## src/rtl/dsm_stereo_mod_pkg.sv

```systemverilog
// Shared constants for the stereo sigma-delta modulator: FSM encoding, dither LFSR
// parameters and the full-scale / saturation-limit helpers.
package dsm_stereo_mod_pkg;

    typedef enum logic {
        ST_MUTE = 1'b0,
        ST_RUN  = 1'b1
    } dsm_state_e;

    // Fibonacci taps 16,14,13,11 map to bit positions 15,13,12,10.
    localparam logic [15:0] LFSR_SEED = 16'hACE1;
    localparam logic [15:0] LFSR_TAPS = 16'hB400;

    function automatic logic lfsr_feedback(input logic [15:0] state);
        return ^(state & LFSR_TAPS);
    endfunction

    function automatic longint fs_value(input int data_w);
        return longint'(1) << (data_w - 1);
    endfunction

    function automatic longint sat_max(input int acc_w);
        return (longint'(1) << (acc_w - 1)) - 1;
    endfunction

    function automatic longint sat_min(input int acc_w);
        return -(longint'(1) << (acc_w - 1));
    endfunction

endpackage

```

## src/rtl/dsm_stereo_mod_channel_2nd.sv

```systemverilog
// One channel of the 2nd-order 1-bit modulator: two saturating integrators and the
// registered output bit that also selects the +/-FS feedback.
module dsm_channel_2nd
    import dsm_stereo_mod_pkg::*;
#(
    parameter int DATA_W = 24,
    parameter int ACC_W  = 28
) (
    input  logic              clk,
    input  logic              rst,
    input  logic              clr,
    input  logic              step,
    input  logic [DATA_W:0]   x,
    output logic              y,
    output logic              ovf
);

    localparam int SW = ACC_W + 2;
    localparam logic signed [SW-1:0] FS_S   = SW'(fs_value(DATA_W));
    localparam logic signed [SW-1:0] LIM_HI = SW'(sat_max(ACC_W));
    localparam logic signed [SW-1:0] LIM_LO = SW'(sat_min(ACC_W));

    logic [ACC_W-1:0] r_i1;
    logic [ACC_W-1:0] r_i2;
    logic             r_y;

    logic signed [SW-1:0] w_fb;
    logic signed [SW-1:0] w_x_ext;
    logic signed [SW-1:0] w_i1_ext;
    logic signed [SW-1:0] w_i2_ext;
    logic signed [SW-1:0] w_i1n_ext;
    logic signed [SW-1:0] w_sum1;
    logic signed [SW-1:0] w_sum2;
    logic [ACC_W-1:0]     w_i1n;
    logic [ACC_W-1:0]     w_i2n;
    logic                 w_clip1;
    logic                 w_clip2;

    assign w_x_ext  = {{(SW-DATA_W-1){x[DATA_W]}}, x};
    assign w_i1_ext = {{2{r_i1[ACC_W-1]}}, r_i1};
    assign w_i2_ext = {{2{r_i2[ACC_W-1]}}, r_i2};

    // Sums run two bits wider than the integrators so clamping sees the true value.
    always_comb begin
        w_fb    = r_y ? FS_S : -FS_S;
        w_sum1  = w_i1_ext + w_x_ext - w_fb;
        w_clip1 = 1'b0;
        w_i1n   = w_sum1[ACC_W-1:0];
        if (w_sum1 > LIM_HI) begin
            w_i1n   = LIM_HI[ACC_W-1:0];
            w_clip1 = 1'b1;
        end else if (w_sum1 < LIM_LO) begin
            w_i1n   = LIM_LO[ACC_W-1:0];
            w_clip1 = 1'b1;
        end

        w_i1n_ext = {{2{w_i1n[ACC_W-1]}}, w_i1n};
        w_sum2    = w_i2_ext + w_i1n_ext - w_fb;
        w_clip2   = 1'b0;
        w_i2n     = w_sum2[ACC_W-1:0];
        if (w_sum2 > LIM_HI) begin
            w_i2n   = LIM_HI[ACC_W-1:0];
            w_clip2 = 1'b1;
        end else if (w_sum2 < LIM_LO) begin
            w_i2n   = LIM_LO[ACC_W-1:0];
            w_clip2 = 1'b1;
        end
    end

    always_ff @(posedge clk) begin
        if (rst || clr) begin
            r_i1 <= '0;
            r_i2 <= '0;
            r_y  <= 1'b0;
        end else if (step) begin
            r_i1 <= w_i1n;
            r_i2 <= w_i2n;
            r_y  <= ~w_i2n[ACC_W-1];
        end
    end

    assign y   = r_y;
    assign ovf = step & ~clr & (w_clip1 | w_clip2);

endmodule

```

## src/rtl/dsm_stereo_mod.sv

```systemverilog
// Stereo 2nd-order sigma-delta modulator with input latches, MUTE/RUN control, timeout
// and idle pattern. Define DSM_DITHER_EN to add +/-1 LSB LFSR dither to each channel.
module dsm_stereo_mod
    import dsm_stereo_mod_pkg::*;
#(
    parameter int IN_W    = 32,
    parameter int DATA_W  = 24,
    parameter int ACC_W   = 28,
    parameter int TIMEOUT = 256
) (
    input  logic            clk,
    input  logic            rst,
    input  logic [IN_W-1:0] data_l_i,
    input  logic            data_l_stb_i,
    input  logic [IN_W-1:0] data_r_i,
    input  logic            data_r_stb_i,
    input  logic            mod_stb_i,
    output logic [1:0]      dsm_out_o,
    output logic            dsm_valid_o,
    output logic            overload_o,
    output logic            dbg_state_o
);

    localparam int CNT_W = (TIMEOUT > 1) ? $clog2(TIMEOUT) : 1;
    localparam logic [CNT_W-1:0] CNT_LAST = CNT_W'(TIMEOUT - 1);

    // Handshake: every *_stb_i is a one-cycle valid pulse with no ready; the block
    // accepts a strobe on any cycle, back-to-back strobes included.

    dsm_state_e       r_state;
    dsm_state_e       w_state_nxt;
    logic [DATA_W-1:0] r_hold_l;
    logic [DATA_W-1:0] r_hold_r;
    logic             r_seen_l;
    logic             r_seen_r;
    logic [CNT_W-1:0] r_cnt;
    logic             r_p;
    logic             r_overload;

    logic             w_any_stb;
    logic             w_timeout;
    logic             w_step;
    logic             w_clr;
    logic [DATA_W:0]  w_x_l;
    logic [DATA_W:0]  w_x_r;
    logic             w_y_l;
    logic             w_y_r;
    logic             w_ovf_l;
    logic             w_ovf_r;
    logic             w_unused_lsbs;

    assign w_unused_lsbs = ^{data_l_i[IN_W-DATA_W-1:0], data_r_i[IN_W-DATA_W-1:0]};
    assign w_any_stb     = data_l_stb_i | data_r_stb_i;

    always_ff @(posedge clk) begin
        if (rst) r_state <= ST_MUTE;
        else     r_state <= w_state_nxt;
    end

    always_comb begin
        w_state_nxt = r_state;
        w_timeout   = 1'b0;
        case (r_state)
            ST_MUTE: begin
                if (r_seen_l && r_seen_r) w_state_nxt = ST_RUN;
            end
            ST_RUN: begin
                if (mod_stb_i && !w_any_stb && (r_cnt == CNT_LAST)) begin
                    w_timeout   = 1'b1;
                    w_state_nxt = ST_MUTE;
                end
            end
            default: w_state_nxt = ST_MUTE;
        endcase
    end

    assign w_step = (r_state == ST_RUN) & mod_stb_i & ~w_timeout;
    assign w_clr  = (r_state == ST_MUTE) | w_timeout;

    // Latches run in either state; a step in the strobe cycle still uses the old hold.
    always_ff @(posedge clk) begin
        if (rst) begin
            r_hold_l <= '0;
            r_hold_r <= '0;
            r_seen_l <= 1'b0;
            r_seen_r <= 1'b0;
        end else begin
            if (data_l_stb_i) begin
                r_hold_l <= data_l_i[IN_W-1 -: DATA_W];
                r_seen_l <= 1'b1;
            end else if (w_timeout) begin
                r_seen_l <= 1'b0;
            end
            if (data_r_stb_i) begin
                r_hold_r <= data_r_i[IN_W-1 -: DATA_W];
                r_seen_r <= 1'b1;
            end else if (w_timeout) begin
                r_seen_r <= 1'b0;
            end
        end
    end

    always_ff @(posedge clk) begin
        if (rst || r_state != ST_RUN) r_cnt <= '0;
        else if (w_any_stb)           r_cnt <= '0;
        else if (mod_stb_i)           r_cnt <= w_timeout ? '0 : r_cnt + 1'b1;
    end

    always_ff @(posedge clk) begin
        if (rst || w_timeout)                        r_p <= 1'b0;
        else if (r_state == ST_MUTE && mod_stb_i)    r_p <= ~r_p;
    end

    always_ff @(posedge clk) begin
        if (rst) r_overload <= 1'b0;
        else     r_overload <= w_ovf_l | w_ovf_r;
    end

`ifdef DSM_DITHER_EN
    localparam logic [DATA_W:0] DITH_P1 = (DATA_W+1)'(1);
    localparam logic [DATA_W:0] DITH_M1 = '1;

    logic [15:0] r_lfsr;

    always_ff @(posedge clk) begin
        if (rst || r_state == ST_MUTE || w_timeout) r_lfsr <= LFSR_SEED;
        else if (w_step)                             r_lfsr <= {r_lfsr[14:0], lfsr_feedback(r_lfsr)};
    end

    assign w_x_l = {r_hold_l[DATA_W-1], r_hold_l} + (r_lfsr[0] ? DITH_P1 : DITH_M1);
    assign w_x_r = {r_hold_r[DATA_W-1], r_hold_r} + (r_lfsr[7] ? DITH_P1 : DITH_M1);
`else
    assign w_x_l = {r_hold_l[DATA_W-1], r_hold_l};
    assign w_x_r = {r_hold_r[DATA_W-1], r_hold_r};
`endif

    dsm_channel_2nd #(.DATA_W(DATA_W), .ACC_W(ACC_W)) u_ch_l (
        .clk  (clk),
        .rst  (rst),
        .clr  (w_clr),
        .step (w_step),
        .x    (w_x_l),
        .y    (w_y_l),
        .ovf  (w_ovf_l)
    );

    dsm_channel_2nd #(.DATA_W(DATA_W), .ACC_W(ACC_W)) u_ch_r (
        .clk  (clk),
        .rst  (rst),
        .clr  (w_clr),
        .step (w_step),
        .x    (w_x_r),
        .y    (w_y_r),
        .ovf  (w_ovf_r)
    );

    // MUTE shows the idle toggle on both pins; it is cleared together with y on timeout.
    assign dsm_out_o   = (r_state == ST_RUN) ? {w_y_r, w_y_l} : {r_p, r_p};
    assign dsm_valid_o = (r_state == ST_RUN);
    assign overload_o  = r_overload;
    assign dbg_state_o = r_state;

endmodule
```

## config.mk

```make
export PLATFORM = sky130hd
export DESIGN_NAME = dsm_stereo_mod
export DESIGN_NICKNAME = d
export VERILOG_FILES = /design/src/rtl/dsm_stereo_mod_pkg.sv /design/src/rtl/dsm_stereo_mod_channel_2nd.sv /design/src/rtl/dsm_stereo_mod.sv
export SDC_FILE = /design/constraint.sdc
export NUM_CORES = 1
export LEC_CHECK = 0
export ABC_AREA = 1
export ABC_CLOCK_PERIOD_IN_PS = 12410
export CORE_UTILIZATION = 54
export CTS_CLUSTER_DIAMETER = 40
export DETAILED_ROUTE_END_ITERATION = 10
export GPL_TIMING_DRIVEN = 0
export HOLD_SLACK_MARGIN = 0.08
export PLACE_DENSITY = 0.8
export SKIP_CTS_REPAIR_TIMING = 1
export SYNTH_ARGS = -nofsm -noshare
export SYNTH_HDL_FRONTEND = slang
export SYNTH_HIERARCHICAL = 1
export SYNTH_SLANG_ARGS = --single-unit
export TNS_END_PERCENT = 20
```

## constraint.sdc

```tcl
create_clock -name clk -period 12.41 [get_ports clk]
set_input_delay 3.723 -clock clk [delete_from_list [all_inputs] [get_ports clk]]
set_output_delay 3.723 -clock clk [all_outputs]
set_load 0.1 [all_outputs]
```

==> results.json <==
{
  "status": "complete, no violations",
  "drtPass1Iterations": 5,
  "grt_setup_unrepaired": "false",
  "grt.total_usage": 0.273,
  "setup_tns_ns": 0,
  "finalCriticalPeriod_ns": 7.97,
  "cp_slowest_stage_delay_ns": 0.84,
  "slew-limit-headroom": 0.355,
  "p_leak_nw": 9.54,
  "grt_pass1_vias": 14600,
  "grt_max_degree": 19,
  "setup_violations": 0,
  "rrSetupSlack_ns": 4.44,
  "fmaxAchievable_mhz": 125,
  "irDropWorstVdd_uv": 111,
  "area_delta_synth_final_pct": 9.92,
  "slew_viol_final": 0,
  "dp_slack_ns": 4.57,
  "cts.sinks": 175,
  "cts_buffers": 17,
  "gp_congestion": 0.959,
  "ys.flop_type": "dfxtp_1",
  "final_common_cell": "inv_1",
  "crit_arrival_ns": 8.33,
  "io_buffers": 57,
  "antenna_found_initial": 0,
  "dieHeight_um": 176,
  "initial_core_util": 0.550,
  "clockBufferDepth": 2,
  "layout.nets": 2874,
  "stdcell_area_mm2": 0.0180,
  "layout_setup_ws_ns": 4.44,
  "crit_path_start_kind": "flip-flop",
  "drtIter0Drc": 1107,
  "htreeDepth": 4,
  "worstSetupPathType": "flip-flop to flip-flop",
  "register_area_mm2": 0.00350,
  "cts_tree": "yes",
  "synth-edff-count": 0,
  "clkLatencyLatePin_ns": 0.45,
  "wirelength_mm": 41.4,
  "final_cell_count_no_fill": 2985,
  "nFillCells": 2706,
  "ios": 74,
  "ys_async_sr_fraction": 0,
  "clock_skew_ns": 0.0109,
  "crit_fanout": 10,
  "fp.coreArea_mm2": 0.0297,
  "multi_input_area_mm2": 0.0104,
  "finalHoldViolations": 0,
  "final_cell_mix": "inv_1, nand2_1, ha_1",
  "cp_slowest_cell": "dfxtp_1",
  "synth-seq-cells": 175,
  "crit_buf_inv": 8,
  "postSynthAreaPerCell_um2": 6.52,
  "fin_crit_sh": 0.642,
  "yosysUniqueCellTypes": 51,
  "vias_per_cell": 5.19,
  "whs_ns": 0.469,
  "syn-instance-count": 2506,
  "tightest_slew_ns": 0.964,
  "grt_pass1_wl_mm": 68.8,
  "drt_drc_violations_left": 0,
  "cp-end-kind": "flip-flop",
  "die_area_mm2": 0.0310,
  "die_w_um": 176,
  "drive_gt1_frac": 0.0736,
  "clockRootBuffer": "clkbuf_16",
  "rows": 63,
  "required_ns": 12.77,
  "dpl.hpwl_mm": 33.0,
  "via_count": 15500,
  "syn_area_mm2": 0.0163,
  "wl_per_cell_um": 13.9,
  "grt_overflow": 0,
  "syn_nets": 2798,
  "crit_family": "compound AO/OA/AOI/OAI gates",
  "hold_path.class": "flip-flop to flip-flop",
  "dp.cells": 2953,
  "dpl-instance-area_mm2": 0.0174,
  "ys.warnings.count": 6,
  "power_density_mw_per_mm2": 148,
  "antennaDiodeCount": 0,
  "yosysSeqAreaShare": 0.214,
  "cap_viol_max_count": 0,
  "ant_nets": 0,
  "clkTransAtPathRegs_ns": 0.08
}
-- path summary, 6_finish.rpt --
kind / endpoint / cells after the start / startpoint
setup / recovery: overload_o$_SDFF_PP0_ / 36 / u_ch_l/y$_SDFFE_PP0P_
hold / removal: r_seen_l$_SDFFE_PP0P_ / 2 / r_seen_l$_SDFFE_PP0P_
setup reg to reg: overload_o$_SDFF_PP0_ / 36 / u_ch_l/y$_SDFFE_PP0P_
hold reg to reg: r_seen_l$_SDFFE_PP0P_ / 2 / r_seen_l$_SDFFE_PP0P_
-- sequential cells by signal (all words and copies together) (netlist names) --
signal / count
u_ch_r/y: 1
dbg_state_o: 1
u_ch_l/r_i1: 28
u_ch_l/y: 1
r_p: 1
u_ch_r/r_i1: 28
u_ch_r/r_i2: 28
r_seen_r: 1
r_seen_l: 1
r_hold_l: 24
r_cnt: 8
u_ch_l/r_i2: 28
overload_o: 1
r_hold_r: 24
-- Yosys cell counts, types with 9 or more instances --
| cell type | number | share of area |
|---|---|---|
| nand3_2 | 14 | 0.0086 |
| nand4_1 | 9 | 0.0034 |
| ha_1 | 207 | 0.16 |
| o21bai_1 | 11 | 0.0051 |
| a31oi_1 | 17 | 0.0065 |
| nand3_1 | 57 | 0.017 |
| o21ai_0 | 203 | 0.062 |
| nor3_1 | 14 | 0.0043 |
| a21oi_2 | 42 | 0.023 |
| nand2_1 | 506 | 0.12 |
| a21oi_1 | 182 | 0.056 |
| nor2_2 | 9 | 0.0034 |
| inv_2 | 12 | 0.0028 |
| clkbuf_1 | 42 | 0.0096 |
| xor2_1 | 59 | 0.032 |
| inv_1 | 559 | 0.13 |
| xnor2_1 | 39 | 0.021 |
| nor2_1 | 201 | 0.046 |
| nand2_2 | 39 | 0.015 |
| fa_1 | 16 | 0.020 |
| dfxtp_1 | 175 | 0.21 |
-- power breakdown --
group / switching, W / internal, W
Combinational: 0.00100 / 0.000540
Sequential: 0.00000962 / 0.000576
Clock: 0.000268 / 0.000267
Total: 0.00128 / 0.00138
-- cell families (layout without fill, tap and decap cells) --
family,after synthesis,count (layout),share of synthesized area
mux,1,1,0.000613
buf+inv,633,722,0.150
xor+xnor,98,98,0.0525
flops,175,175,0.214
simple gates,881,881,0.233
compound gates,495,495,0.172
fa+ha+maj,223,223,0.178
-- routing by layer --
layer | up-vias | track usage | wire length, um
met5 | - | 0 | 0
met4 | 0 | 0.0775 | 702
met3 | 54 | 0.0360 | 2710
met2 | 373 | 0.442 | 18000
met1 | 7054 | 0.377 | 20000
li1 | 8000 | - | -
-- final cells by class --
type                       count  area share
multi-input combinational   1698       0.579
sequential                   175       0.195
inverter                     573       0.120
timing repair buffer          57      0.0318
tap                          390      0.0272
clock buffer                  17      0.0237
buffer                        60      0.0164
clock inverter                15     0.00759
-- worst min-delay path, cell delays in order, from the launching register on --
cell     delay (ns)
dfxtp_1        0.31
nand3_1        0.07
nand2_1        0.04
-- metrics by stage --
step | total power [W] | util
final | 0.00266 | 0.604
after global placement | 0.00207 | 0.585
after global routing | 0.00289 | 0.604
after CTS | 0.00265 | 0.604
after floorplan | 0.00177 | -
after detailed placement | 0.00210 | 0.585
Note: power is estimated with default switching activity, not from simulation.
